## config.mk

```make
export PLATFORM = sky130hd
export DESIGN_NAME = ram64_stream_loader
export DESIGN_NICKNAME = d
export VERILOG_FILES = /design/src/rtl/hack_mem_pkg.sv /design/src/rtl/wrap_counter.sv /design/src/rtl/ram64_stream_loader.sv
export SDC_FILE = /design/constraint.sdc
export NUM_CORES = 1
export LEC_CHECK = 0
export BUFFER_PORTS_ARGS = -buffer_cell sky130_fd_sc_hd__buf_2
export CORE_MARGIN = 4
export CORE_UTILIZATION = 32
export DETAILED_ROUTE_END_ITERATION = 10
export GPL_TIMING_DRIVEN = 0
export SLEW_MARGIN = 5
export SYNTH_ARGS = -nofsm -noshare
export SYNTH_HDL_FRONTEND = slang
export SYNTH_SLANG_ARGS = --single-unit
```

## constraint.sdc

```tcl
create_clock -name clk -period 1.84 [get_ports clk]
set_clock_uncertainty 0.15 [all_clocks]
set_input_delay 0.368 -clock clk [delete_from_list [all_inputs] [get_ports clk]]
set_output_delay 0.368 -clock clk [all_outputs]
set_load 0.01 [all_outputs]
```

## src/rtl/hack_mem_pkg.sv

```systemverilog
// Shared definitions for the RAM64 loader slice: default widths, FSM state
// encoding and a small helper for clamping transfer lengths to the memory depth.
package hack_mem_pkg;

    localparam int DATA_W = 16;
    localparam int ADDR_W = 6;
    localparam int CNT_W  = 7;
    localparam int DEPTH  = 1 << ADDR_W;

    typedef enum logic [1:0] {
        IDLE   = 2'd0,
        WRITE  = 2'd1,
        VERIFY = 2'd2,
        DONE   = 2'd3
    } loader_state_t;

    // Transfers longer than the memory would rewrite locations; clamp to one full pass.
    function automatic logic [CNT_W-1:0] sat_count(input logic [CNT_W-1:0] c);
        logic [CNT_W-1:0] depth_c;
        depth_c = CNT_W'(DEPTH);
        return (c > depth_c) ? depth_c : c;
    endfunction

endpackage

```

## src/rtl/wrap_counter.sv

```systemverilog
// Address counter that loads a base, increments with natural modulo-2**WIDTH
// wrap, or holds. Used as the loader's current write address.
module wrap_counter #(
    parameter int WIDTH = 6
) (
    input  logic             clk,
    input  logic             rst_n,
    input  logic             load,
    input  logic             inc,
    input  logic [WIDTH-1:0] load_value,
    output logic [WIDTH-1:0] value
);

    // Load has priority over increment; the wrap 2**WIDTH-1 -> 0 falls out of the adder width.
    always_ff @(posedge clk) begin
        if (!rst_n) begin
            value <= '0;
        end else if (load) begin
            value <= load_value;
        end else if (inc) begin
            value <= value + WIDTH'(1);
        end
    end

endmodule

```

## src/rtl/ram64_stream_loader.sv

```systemverilog
// Stream-to-RAM64 preload stage: writes valid/ready stream words to consecutive
// RAM64 addresses from a programmed base, wrapping mod 64.
// Optional read-back check of every word is built when LOADER_VERIFY_EN is defined.
module ram64_stream_loader #(
    parameter int DATA_W = hack_mem_pkg::DATA_W,
    parameter int ADDR_W = hack_mem_pkg::ADDR_W,
    parameter int CNT_W  = hack_mem_pkg::CNT_W
) (
    input  logic              clk,
    input  logic              rst_n,
    input  logic              start,
    input  logic [ADDR_W-1:0] base_addr,
    input  logic [CNT_W-1:0]  count,
    input  logic              s_valid,
    input  logic [DATA_W-1:0] s_data,
    output logic              s_ready,
    output logic [DATA_W-1:0] ram_in,
    output logic              ram_load,
    output logic [ADDR_W-1:0] ram_address,
    input  logic [DATA_W-1:0] ram_out,
    output logic              busy,
    output logic              done,
    output logic [CNT_W-1:0]  words_done,
    output logic              err
);

    import hack_mem_pkg::*;

    loader_state_t     state;
    loader_state_t     next_state;
    logic [ADDR_W-1:0] cur_addr;
    logic [CNT_W-1:0]  remaining;
    logic [CNT_W-1:0]  count_sat;
    logic              start_accept;
    logic              word_accept;
    logic              addr_load;

    assign count_sat    = sat_count(count);
    assign start_accept = (state == IDLE) && start;
    assign word_accept  = (state == WRITE) && s_valid;
    assign addr_load    = start_accept && (count_sat != '0);
    assign ram_in       = s_data;
    assign busy         = (state == WRITE) || (state == VERIFY);
    assign done         = (state == DONE);

    wrap_counter #(
        .WIDTH (ADDR_W)
    ) u_addr_cnt (
        .clk        (clk),
        .rst_n      (rst_n),
        .load       (addr_load),
        .inc        (word_accept),
        .load_value (base_addr),
        .value      (cur_addr)
    );

    // FSM state register.
    always_ff @(posedge clk) begin
        if (!rst_n) begin
            state <= IDLE;
        end else begin
            state <= next_state;
        end
    end

    // Remaining-word and completed-word counters, restarted by an accepted start.
    always_ff @(posedge clk) begin
        if (!rst_n) begin
            remaining  <= '0;
            words_done <= '0;
        end else if (start_accept) begin
            remaining  <= count_sat;
            words_done <= '0;
        end else if (word_accept) begin
            remaining  <= remaining - CNT_W'(1);
            words_done <= words_done + CNT_W'(1);
        end
    end

`ifdef LOADER_VERIFY_EN
    logic [DATA_W-1:0] data_q;
    logic              err_q;

    // Keep a copy of the accepted word and flag any read-back mismatch until the next start.
    always_ff @(posedge clk) begin
        if (!rst_n) begin
            data_q <= '0;
            err_q  <= 1'b0;
        end else begin
            if (word_accept) begin
                data_q <= s_data;
            end
            if (start_accept) begin
                err_q <= 1'b0;
            end else if ((state == VERIFY) && (ram_out != data_q)) begin
                err_q <= 1'b1;
            end
        end
    end

    assign err = err_q;
`else
    logic unused_ram_out;

    assign unused_ram_out = ^ram_out;
    assign err            = 1'b0;
`endif

    // Next state plus handshake and RAM control; the write happens on the accepting edge.
    always_comb begin
        next_state  = state;
        s_ready     = 1'b0;
        ram_load    = 1'b0;
        ram_address = cur_addr;
        case (state)
            IDLE: begin
                if (start) begin
                    next_state = (count_sat != '0) ? WRITE : DONE;
                end
            end
            WRITE: begin
                s_ready  = 1'b1;
                ram_load = s_valid && rst_n;
                if (s_valid) begin
`ifdef LOADER_VERIFY_EN
                    next_state = VERIFY;
`else
                    next_state = (remaining == CNT_W'(1)) ? DONE : WRITE;
`endif
                end
            end
`ifdef LOADER_VERIFY_EN
            VERIFY: begin
                ram_address = cur_addr - ADDR_W'(1);
                next_state  = (remaining == '0) ? DONE : WRITE;
            end
`endif
            DONE: begin
                next_state = IDLE;
            end
            default: begin
                next_state = IDLE;
            end
        endcase
    end

endmodule

```

# == Word level (Yosys, flattened, before mapping) ==
# Index checks and enable logic that the tools add are counted.
# classes
shifts,0
reduce_logical,11
n_bitwise,1
n_eq_ne,6
mul,0
muxes,12
addsub,3
div_mod_pow,0
n_lt_le_gt_ge,1
# ops
op,count
$mux W7,3
$mux W6,2
$mux W2,4
$add A7 B1 Y7 const B,1
$eq A7 B1 Y1 const B,1
$gt A7 B7 Y1 const B,1
$reduce_bool A7 Y1,1
$sub A7 B1 Y7 const B,1
$add A6 B1 Y6 const B,1
$eq A2 B2 Y1 const B,2
$logic_and A1 B1 Y1,4
$ne A2 B2 Y1 const B,2
$pmux W2 S2,1
$reduce_bool A2 Y1,2
$eq A2 B1 Y1 const B,1
$logic_not A2 Y1,1
$mux W1,2
$reduce_and A2 Y1,1
$reduce_or A2 Y1,1
$logic_or A1 B1 Y1,1
$not A1 Y1,1
# word_totals
ff_bits,22
ramBits,0
n_memories,0
out_inout_bits,34
inputBits,49
latch_bits,0
romBits,0
wordCells,38

# == Depth between registers and ports, before layout ==
# Gate-level depths: netlist of run 1.
# logic_depth
ltp_word,6
mapped_depth,8
mapped_depth_nobuf,6

# == Hierarchy ==
# From an unflattened synthesis of run 1, not the netlist that was laid out.
# unflattened
cells_unflattened,155
area_unflattened_um2,1318.8
# by_module_without_submodules
module,cells_each,area_each_um2,seq_area_each_um2,instances
ram64_stream_loader,120,1006.0,320.3,1
wrap_counter,35,312.8,120.1,1

# == Worst setup path before layout of run 1 ==
# Ideal clock, no wire load.
# synth_path
kind,flip-flop to flip-flop
from,register state[0]
to,register u_addr_cnt.value[4]
n_path_buf,2
required_ns,1.572
path_stages_with_launch,8
path_slack_ns,0.160
setup_ns,0.118
t_arrival_ns,1.412
cell_sequence,dfxtp_1 ha_1 buf_2 and2_1 buf_2 nand4_1 xor2_1 a21oi_2
# synth_via
elab_chain_cells,4
# synth_rtl
item,line,source
from (decl),ram64_stream_loader.sv:29,loader_state_t state;
from (signal assigned),ram64_stream_loader.sv:62,state <= next_state;
$logic_not A2 Y1,ram64_stream_loader.sv:39,assign start_accept = (state == IDLE) && start;
$logic_and A1 B1 Y1,ram64_stream_loader.sv:39,
$logic_and A1 B1 Y1,ram64_stream_loader.sv:41,assign addr_load = start_accept && (count_sat != '0);
$mux W6 / $reduce_bool A2 Y1 (equally long branches),n/a,
to (signal assigned),wrap_counter.sv:19,value <= load_value;
to (signal assigned),wrap_counter.sv:21,value <= value + WIDTH'(1);
to (decl),wrap_counter.sv:11,output logic [WIDTH-1:0] value
# Several ways; a longest one is shown, not always the timed one.
# A chain may end at the register's enable or synchronous reset.

# == Final worst setup path of run 1 ==
# layout_path
from,register state[1]
to,output port ram_load
# layout_via
elab_chain_cells,2
# layout_rtl
item,line,source
$eq A2 B1 Y1,ram64_stream_loader.sv:115,case (state)
$mux W1,ram64_stream_loader.sv:115,
to (decl),ram64_stream_loader.sv:18,"output logic ram_load,"
# Every way passes these cells.

==> results of run 1 <==
power by group through the flow:
stage	sequential (W)	clock, W	combinational (W)
floorplan	0.000652	0	0.000450
global placement	0.000653	0	0.000631
detailed placement	0.000653	0	0.000634
CTS	0.000643	0.000367	0.000641
global route	0.000662	0.000382	0.000739
finish	0.000645	0.000355	0.000654
worst min path at each step:
stage                                       endpoint  slack [ps]  depth (start not counted)                       start
floorplan                  remaining[5]$_SDFFE_PN0P_         340                          1                    count[6]
global placement          words_done[1]$_SDFFE_PP0P_         340                          2  words_done[1]$_SDFFE_PP0P_
detailed placement        words_done[1]$_SDFFE_PP0P_         350                          2  words_done[1]$_SDFFE_PP0P_
CTS                 u_addr_cnt.value[2]$_SDFFE_PN0P_         180                          2                base_addr[2]
global route        u_addr_cnt.value[2]$_SDFFE_PN0P_         190                          2                base_addr[2]
finish              u_addr_cnt.value[2]$_SDFFE_PN0P_         190                          2                base_addr[2]
placed cells by master, fill, tap and decap left out, types with 4 or more instances in the layout:
master	instances
a21oi_1	6
buf_2	50
buf_4	18
clkbuf_8	4
dfxtp_1	20
ha_1	6
inv_1	9
nand2_1	18
nand3_1	6
nor2_1	7
nor3_1	4
o211a_1	6
o21ai_0	9
or3_1	5
xnor2_1	9
xor2_1	5
metrics by stage:
step | cells | util [%] | instance area [sq um] | total power [W] | worst slack (ps)
detailed placement | 258 | 40.9 | 1650 | 0.00129 | 10.7
CTS | 261 | 42.3 | 1700 | 0.00165 | 2.20
global placement | 258 | 40.9 | 1650 | 0.00128 | 7.45
finish | 262 | 42.7 | 1720 | 0.00165 | 79.0
global route | 262 | 42.7 | 1720 | 0.00178 | 5.36
floorplan | 159 | - | 1340 | 0.00110 | 160
cell families (layout without fill, tap and decap cells):
family / Yosys count / in the layout / share of synthesized area [%]
AO/OA/AOI/OAI: 34 / 34 / 18.5
XOR/XNOR: 14 / 14 / 9.15
adder cells (fa/ha/maj): 7 / 7 / 6.54
buffers and inverters: 31 / 84 / 14.3
flip-flops: 22 / 22 / 32.9
other: 1 / 1 / 0.280
AND/OR/NAND/NOR: 50 / 50 / 18.4
what timing repair did:
| action | 4_1_cts | 5_1_grt |
|---|---|---|
| endpoints found under the setup margin | 4 | 4 |
| resized for setup | 2 | 4 |
| setup buffers | 0 | 1 |
| hold buffers | 0 | 0 |
layout make-up:
class / instances / area [sq um]
Fill cell: 431 / 2310
Multi-Input combinational cell: 106 / 711
Sequential cell: 22 / 443
Timing Repair Buffer: 50 / 253
Buffer: 21 / 163
Tap cell: 50 / 62.6
Clock buffer: 4 / 55.1
Inverter: 9 / 33.8
flip-flops by register name, summed over array words and instances, names as in the netlist:
register          flops
remaining             7
words_done            7
u_addr_cnt.value      6
state                 2
per-layer routing:
metal	wire [microns]	global-route usage (%)
met4	10	1.84
met1	1470	16.0
met2	1390	19.1
met3	245	3.86
met5	0	0
==> metrics.md, run 1 <==
| Metric | Value |
|---|---|
| Status | `finished, final reports clean` |
| Synth warn | `0` |
| DIE AREA | `5290 sq um` |
| Leak Pwr | `0.831 nW` |
| Global route overflow | `0` |
| Fraction of registers with async set/reset | `0%` |
| CTS clock-pin slew for the worst setup and hold paths | `90 ps` |
| RSZ-0062 raised after global routing | `no` |
| Area fraction of the dominant cell type after synthesis | `32.9%` |
| Initial antenna violation count | `0` |
| Initial Util | `33.3%` |
| Worst path slowest cell | `dfxtp_2` |
| Number of global-route vias before repair | `1116` |
| WL final | `3.11 mm` |
| FF-to-FF End | `u_addr_cnt.value[0]$_SDFFE_PN0P_` |
| Die width | `72.7 microns` |
| CTS sink cnt | `22` |
| Sw frac | `35.4%` |
| Arrival time worst endpoint | `1240 ps` |
| Setup crit end | `ram_load` |
| Clk root buf | `clkbuf_8` |
| EDFF count, synth | `0` |
| First-pass GRT wire length | `5.07 mm` |
| TritonCTS clock tree | `yes` |
| Combinational Power Share | `39.5%` |
| Clk pwr share | `21.5%` |
| Final net count | `269` |
| Flops & latches, synth | `22` |
| Fin. max-slew vios | `0` |
| P per Cell Area | `961 nW/um^2` |
| PortBufs | `49` |
| Int Pwr | `0.00107 W` |
| ANT cells | `0` |
| Post-Syn Nets | `215` |
| DRC | `0` |
| Delay-heaviest family, CP | `flip-flops` |
| Final ANT Viol Nets | `0` |
| Delay of the slowest cell on the worst path | `350 ps` |
| Final hold vios | `0` |
| Area leader, netlist | `dfxtp_1` |
| Synth cell count leaders | `dfxtp_1, nand2_1, buf_4` |
| Worst-skew pair later-pin latency | `270 ps` |
| Row cnt | `23` |
| Initial DRC count | `73` |
| Setup Viol. Count Final | `0` |
| Maximum vdd drop | `0.403 mV` |
| Fmax | `568 MHz` |
| TNS Setup | `0 ps` |
| Fin crit share | `95.7%` |
| Dominant synthesized flop cell | `dfxtp_1` |
| HPWL after DPL | `2.45 mm` |
| Most frequent cell after synthesis | `dfxtp_1` |
| Hold_ws | `191 ps` |
| Die Y | `72.7 microns` |
| Clock Path Buffers | `2` |
| P_sw | `0.000586 W` |
| Max cap viols | `0` |
| Syn Area/Cell | `8.43 sq um` |
| GP Congestion | `0.855` |
| Layout cells sized above 1 | `40.1%` |
| Tot GR Track Use | `11.9%` |
| WP depth | `5` |
| Io pins | `83` |
| CP Buf/Inv Count | `3` |
| Reg2reg setup slack | `100 ps` |
| Syn-to-layout area delta | `28.4%` |
| Vias per cell | `4.66` |
| Router iterations before antenna repair | `4` |
| Unique masters post-synth | `36` |
| Reg2reg path depth | `6` |
| Critical path class | `flop to primary output` |
| CORE AREA | `4030 sq um` |
| Sequential fraction of the synthesis area | `32.9%` |
| Via count | `1220` |
| Post-DR wirelength/cell | `11.9 microns` |
| Crit-path cells | `inv_1 > ha_2 > buf_6 > and3_1 > buf_2` |
| Nature of the critical path endpoint | `primary output` |
| CP Max Fanout | `7` |
| FF-to-FF Start | `state[1]$_SDFFE_PN0P_` |
| Largest net degree at the start of global routing | `13` |
| Post-Syn Area | `1340 sq um` |
| Sequential share of power | `39.0%` |
| Crit path required time | `1320 ps` |
| Clock H-tree levels | `1` |
| Tmin final | `1760 ps` |
| Inserted Clock Buffers | `3` |
| Worst Hold Class | `primary input to flop` |
| Worst Setup SP | `state[1]$_SDFFE_PN0P_` |
| Worst setup SP type | `flop` |
| Top cells by area, synth | `dfxtp_1, buf_4, ha_1, xnor2_1, nand2_1` |
| Mapped Cells | `159` |
Power figures use the tool's default switching activity.
==> run 2: changes to the inputs <==
==> constraint.sdc (replaced) <==
create_clock -name clk -period 1.84 [get_ports clk]
set_clock_uncertainty 0.15 [all_clocks]
set_input_delay 0.368 -clock clk [delete_from_list [all_inputs] [get_ports clk]]
set_output_delay 0.368 -clock clk [all_outputs]
set_load 0.05 [all_outputs]
==> run 2 against run 1 <==
Setup slack lost 7.1 ps. Global-route usage up 0.43 points. Non-clock buffer count did not move. Critical endpoint unchanged. First-iteration DRC count is 16% lower. Largest power group unchanged. Highest routed layer unchanged. Critical path type unchanged. Power up 15%.
==> metrics.md, run 2 (same netlist as run 1, synthesis figures left out) <==
| Metric | Value |
|---|---|
| Status | `finished, final reports clean` |
| Final net count | `269` |
| HPWL after DPL | `2.46 mm` |
| Io pins | `83` |
| DRC | `0` |
| Largest net degree at the start of global routing | `13` |
| Via count | `1232` |
| Combinational Power Share | `47.4%` |
| Global route overflow | `0` |
| ANT cells | `0` |
| Die width | `72.7 microns` |
| CP Max Fanout | `7` |
| Most frequent cells in the layout | `buf_2, dfxtp_1, buf_4, nand2_1` |
| GR Util met3 | `3.44%` |
| Reg2reg setup slack | `190 ps` |
| Post-DR wirelength/cell | `12.0 microns` |
| Reg2reg path depth | `6` |
| Die Y | `72.7 microns` |
| Clk root buf | `clkbuf_8` |
| Cell Count Post-Placement | `258` |
| Router iterations before antenna repair | `4` |
| CTS sink cnt | `22` |
| First-pass GRT wire length | `5.21 mm` |
| Tot GR Track Use | `12.4%` |
| Busiest layer in global routing | `met2` |
| Number of fill cells | `439` |
| Layout cells sized above 1 | `41.0%` |
| Initial DRC count | `61` |
| Crit path required time | `1320 ps` |
| Clk pwr share | `18.2%` |
| Inserted Clock Buffers | `3` |
| FF-to-FF Start | `state[1]$_SDFFE_PN0P_` |
| GP Congestion | `0.831` |
| Leak Pwr | `0.833 nW` |
| Row cnt | `23` |
| Fmax | `566 MHz` |
| P_sw | `0.000828 W` |
| Final hold vios | `0` |
| Tmin final | `1770 ps` |
| Worst Setup SP | `state[1]$_SDFFE_PN0P_` |
| Setup Viol. Count Final | `0` |
| Sw frac | `43.5%` |
| Final ANT Viol Nets | `0` |
| Number of global-route vias before repair | `1163` |
| Met2 GRT Util | `19.9%` |
| PortBufs | `49` |
| Clock H-tree levels | `1` |
| Setup crit end | `ram_load` |
| Vias per cell | `4.70` |
| TritonCTS clock tree | `yes` |
| Fin cells | `262` |
| Initial Util | `33.3%` |
| Maximum vdd drop | `0.430 mV` |
| Hold_ws | `197 ps` |
| Sequential share of power | `34.3%` |
| Hold_buf cts | `0` |
| Met1 GRT Util | `16.1%` |
| Biggest regs | `remaining (7), words_done (7), u_addr_cnt.value (6)` |
| Initial antenna violation count | `0` |
| CORE AREA | `4030 sq um` |
| Int Pwr | `0.00107 W` |
| FF-to-FF End | `u_addr_cnt.value[2]$_SDFFE_PN0P_` |
| Nature of the critical path endpoint | `primary output` |
| Arrival time worst endpoint | `1250 ps` |
| DIE AREA | `5290 sq um` |
| Fin crit share | `96.1%` |
| Max cap viols | `0` |
| CTS clock-pin slew for the worst setup and hold paths | `80 ps` |
| WL final | `3.15 mm` |
| Worst setup SP type | `flop` |
| Fin. max-slew vios | `0` |
| Clock Path Buffers | `2` |
| Worst Hold Class | `primary input to flop` |
| Worst-skew pair later-pin latency | `260 ps` |
| Syn-to-layout area delta | `29.4%` |
| RSZ-0062 raised after global routing | `no` |
| Commonest non-fill, non-tap cell in the layout | `buf_2` |
| Critical path class | `flop to primary output` |
| P per Cell Area | `1100 nW/um^2` |
[run 2: changes by cell type in the layout (fill, tap and decap cells not counted), sizes merged]
cell / previous run / this run
buf: 70 / 71
clkbuf: 5 / 4
[run 2: final cells by class]
cell class	count	area (sq um)	share of cell area (%)
tap	50	62.6	3.61
clock buffer	4	55.1	3.17
sequential	22	442	25.5
timing repair buffer	51	263	15.2
multi-input combinational	106	729	42.1
inverter	9	33.8	1.95
buffer	20	149	8.59
[run 2: how the worst min path moves through the flow]
| stage | startpoint | to | slack [ps] | cells after the start |
|---|---|---|---|---|
| after CTS | base_addr[2] | u_addr_cnt.value[2]$_SDFFE_PN0P_ | 190 | 2 |
| after global placement | words_done[1]$_SDFFE_PP0P_ | words_done[1]$_SDFFE_PP0P_ | 340 | 2 |
| after detailed placement | words_done[1]$_SDFFE_PP0P_ | words_done[1]$_SDFFE_PP0P_ | 340 | 2 |
| after global routing | base_addr[0] | u_addr_cnt.value[0]$_SDFFE_PN0P_ | 200 | 2 |
| final | base_addr[0] | u_addr_cnt.value[0]$_SDFFE_PN0P_ | 200 | 2 |
| after floorplan | count[6] | remaining[5]$_SDFFE_PN0P_ | 340 | 1 |
[run 2: power by group through the flow]
stage,registers [W],clock network [W],logic [W]
2_1_floorplan,0.000754,0,0.000612
3_3_place_gp,0.000658,0,0.000874
3_5_place_dp,0.000659,0,0.000875
4_1_cts,0.000650,0.000364,0.000885
5_1_grt,0.000668,0.000387,0.000993
6_report,0.000653,0.000347,0.000902
[run 2: metal layers]
metal / wire length, microns / up-vias
met4: 33 / 0
met1: 1410 / 556
li1: - / 632
met3: 276 / 4
met2: 1430 / 40
met5: 0 / -
[run 2: timing repair]
item,in CTS,in global routing
buffers inserted,0,2
resized for setup,2,2
setup endpoints to repair,7,7
[run 2: stage by stage]
| step | utilization (%) | cell area [sq um] | power (W) | setup TNS, ps | setup slack [ps] |
|---|---|---|---|---|---|
| after detailed placement | 41.2 | 1660 | 0.00153 | -75.1 | -19.6 |
| after global placement | 41.2 | 1660 | 0.00153 | -153 | -46.9 |
| after CTS | 42.5 | 1710 | 0.00190 | 0 | 22.4 |
| after floorplan | - | 1350 | 0.00137 | 0 | 32.5 |
| final | 43.0 | 1730 | 0.00190 | 0 | 71.9 |
| after global routing | 43.0 | 1730 | 0.00205 | 0 | 5.81 |
[run 2: critical path, cell delays in order (launching register included)]
cell and delay (ps):
dfxtp_1 360, inv_1 90, ha_4 190, and3_2 170
buf_4 180
==> run 3: changes to the inputs <==
--- a/config.mk
+++ b/config.mk
@@ -8,6 +8,7 @@
 export BUFFER_PORTS_ARGS = -buffer_cell sky130_fd_sc_hd__buf_2
 export CORE_MARGIN = 4
 export CORE_UTILIZATION = 32
+export CTS_BUF_LIST = sky130_fd_sc_hd__clkbuf_8
 export DETAILED_ROUTE_END_ITERATION = 10
 export GPL_TIMING_DRIVEN = 0
 export SLEW_MARGIN = 5
==> constraint.sdc (replaced) <==
create_clock -name clk -period 2 [get_ports clk]
set_clock_uncertainty 0.15 [all_clocks]
set_input_delay 0.4 -clock clk [delete_from_list [all_inputs] [get_ports clk]]
set_output_delay 0.4 -clock clk [all_outputs]
set_load 0.05 [all_outputs]
==> run 3 against run 2 <==
Clock power down 7.2%. Count of clock-buffer cells in the layout unchanged. Non-clock buffer count down 1. Largest power group unchanged.
==> metrics.md, run 3 (same netlist as run 1, synthesis figures left out) <==
| Metric | Value |
|---|---|
| Maximum vdd drop | `0.723 mV` |
| Number of setup buffers added after CTS | `0` |
| First-pass GRT wire length | `4.99 mm` |
| Pre-CTS setup slack | `142 ps` |
| Busiest layer in global routing | `met2` |
| Hold_buf cts | `0` |
| Die width | `72.7 microns` |
| Min-delay src | `base_addr[2]` |
| Sequential share of power | `34.6%` |
| Clock H-tree levels | `1` |
| Arrival time worst endpoint | `1350 ps` |
| ANT cells | `0` |
| Critical path class | `flop to primary output` |
| Clock Path Buffers | `2` |
| Worst-skew pair later-pin latency | `260 ps` |
| DIE AREA | `5290 sq um` |
| GP Congestion | `0.819` |
| Tmin final | `1900 ps` |
| Post-DR wirelength/cell | `11.6 microns` |
| HPWL after DPL | `2.38 mm` |
| Slack of the critical path | `102 ps` |
| RSZ-0062 raised after global routing | `no` |
| Largest net degree at the start of global routing | `13` |
| Final net count | `268` |
| Number of global-route vias before repair | `1154` |
| Clk root buf | `clkbuf_8` |
| Met1 GRT Util | `14.2%` |
| TritonCTS clock tree | `yes` |
| Crit path required time | `1450 ps` |
| Tot GR Track Use | `11.7%` |
| Io pins | `83` |
| GR Util met3 | `3.86%` |
| Commonest non-fill, non-tap cell in the layout | `buf_2` |
| # resized after CTS | `1` |
| DRC | `0` |
| Die Y | `72.7 microns` |
| Sw frac | `43.5%` |
| CP Max Fanout | `10` |
| Nature of the critical path endpoint | `primary output` |
| Max cap viols | `0` |
| Combinational Power Share | `46.6%` |
| Clk pwr share | `18.9%` |
| Status | `finished, final reports clean` |
| Pwr Total | `0.00171 W` |
| CTS clock-pin slew for the worst setup and hold paths | `80 ps` |
| Worst setup SP type | `flop` |
| CTS sink cnt | `22` |
| Syn-to-layout area delta | `27.1%` |
| WL final | `3.03 mm` |
| Biggest regs | `remaining (7), words_done (7), u_addr_cnt.value (6)` |
| PortBufs | `49` |
| TNS Setup | `0 ps` |
| Final hold vios | `0` |
| Fin. max-slew vios | `0` |
| Global route overflow | `0` |
| P per Cell Area | `1000 nW/um^2` |
| Initial antenna violation count | `0` |
| Leak Pwr | `0.821 nW` |
| Initial DRC count | `82` |
| Router iterations before antenna repair | `4` |
| P_sw | `0.000742 W` |
| Met2 GRT Util | `20.2%` |
| Initial Util | `33.3%` |
| Fin crit share | `94.9%` |
| Row cnt | `23` |
| Worst Hold Class | `primary input to flop` |
| Fmax | `527 MHz` |
| Via count | `1223` |
| Final ANT Viol Nets | `0` |
| Inserted Clock Buffers | `3` |
| Worst Setup SP | `state[1]$_SDFFE_PN0P_` |
| FF-to-FF Start | `state[1]$_SDFFE_PN0P_` |
| Vias per cell | `4.69` |
| Layout cells sized above 1 | `38.4%` |
| Setup Viol. Count Final | `0` |
| Int Pwr | `0.000963 W` |
| Most frequent cells in the layout | `buf_2, dfxtp_1, nand2_1, buf_4` |
| CORE AREA | `4030 sq um` |
==> run 3: layer usage <==
metal | share of wire [%] | wire, microns | vias to the layer above
met3 | 9.7 | 295 | 2
met1 | 45 | 1370 | 542
met5 | 0 | 0 | -
li1 | - | - | 633
met4 | 0.33 | 10 | 0
met2 | 45 | 1350 | 46
==> run 3: cell type report <==
cell class | count | area, sq um
Clock buffer | 4 | 55.1
Tap cell | 50 | 62.6
Sequential cell | 22 | 440
Timing Repair Buffer | 49 | 248
Fill cell | 449 | 2330
Inverter | 9 | 33.8
Multi-Input combinational cell | 106 | 711
Buffer | 21 | 153
==> run 3: through the flow <==
stage,std cells,instance area [sq um],hold slack (ps),util (%)
2_1_floorplan,159,1340,367,-
3_3_place_gp,258,1650,324,41.0
3_5_place_dp,258,1650,336,41.0
4_1_cts,262,1710,215,42.4
5_1_grt,261,1700,213,42.3
6_report,261,1700,221,42.3
==> run 3: power by group through the flow <==
stage / Sequential (W) / Combinational, W / Clock (W)
after global routing: 0.000602 / 0.000872 / 0.000361
after detailed placement: 0.000600 / 0.000800 / 0
after CTS: 0.000590 / 0.000807 / 0.000335
final: 0.000590 / 0.000794 / 0.000322
after global placement: 0.000600 / 0.000798 / 0
after floorplan: 0.000691 / 0.000551 / 0
==> run 3: path summary, 6_finish.rpt <==
kind | endpoint | slack [ps] | cells past startpoint
worst max-delay path | ram_load | 100 | 4
worst min register to register | words_done[1]$_SDFFE_PP0P_ | 350 | 2
worst min-delay path | u_addr_cnt.value[2]$_SDFFE_PN0P_ | 220 | 2
worst max register to register | u_addr_cnt.value[0]$_SDFFE_PN0P_ | 160 | 7
==> run 3: worst max-delay path, cell delays in order, from the launching register on <==
cell     delay, ps
dfxtp_1        340
inv_1           80
ha_2           300
and3_1         180
buf_4          190
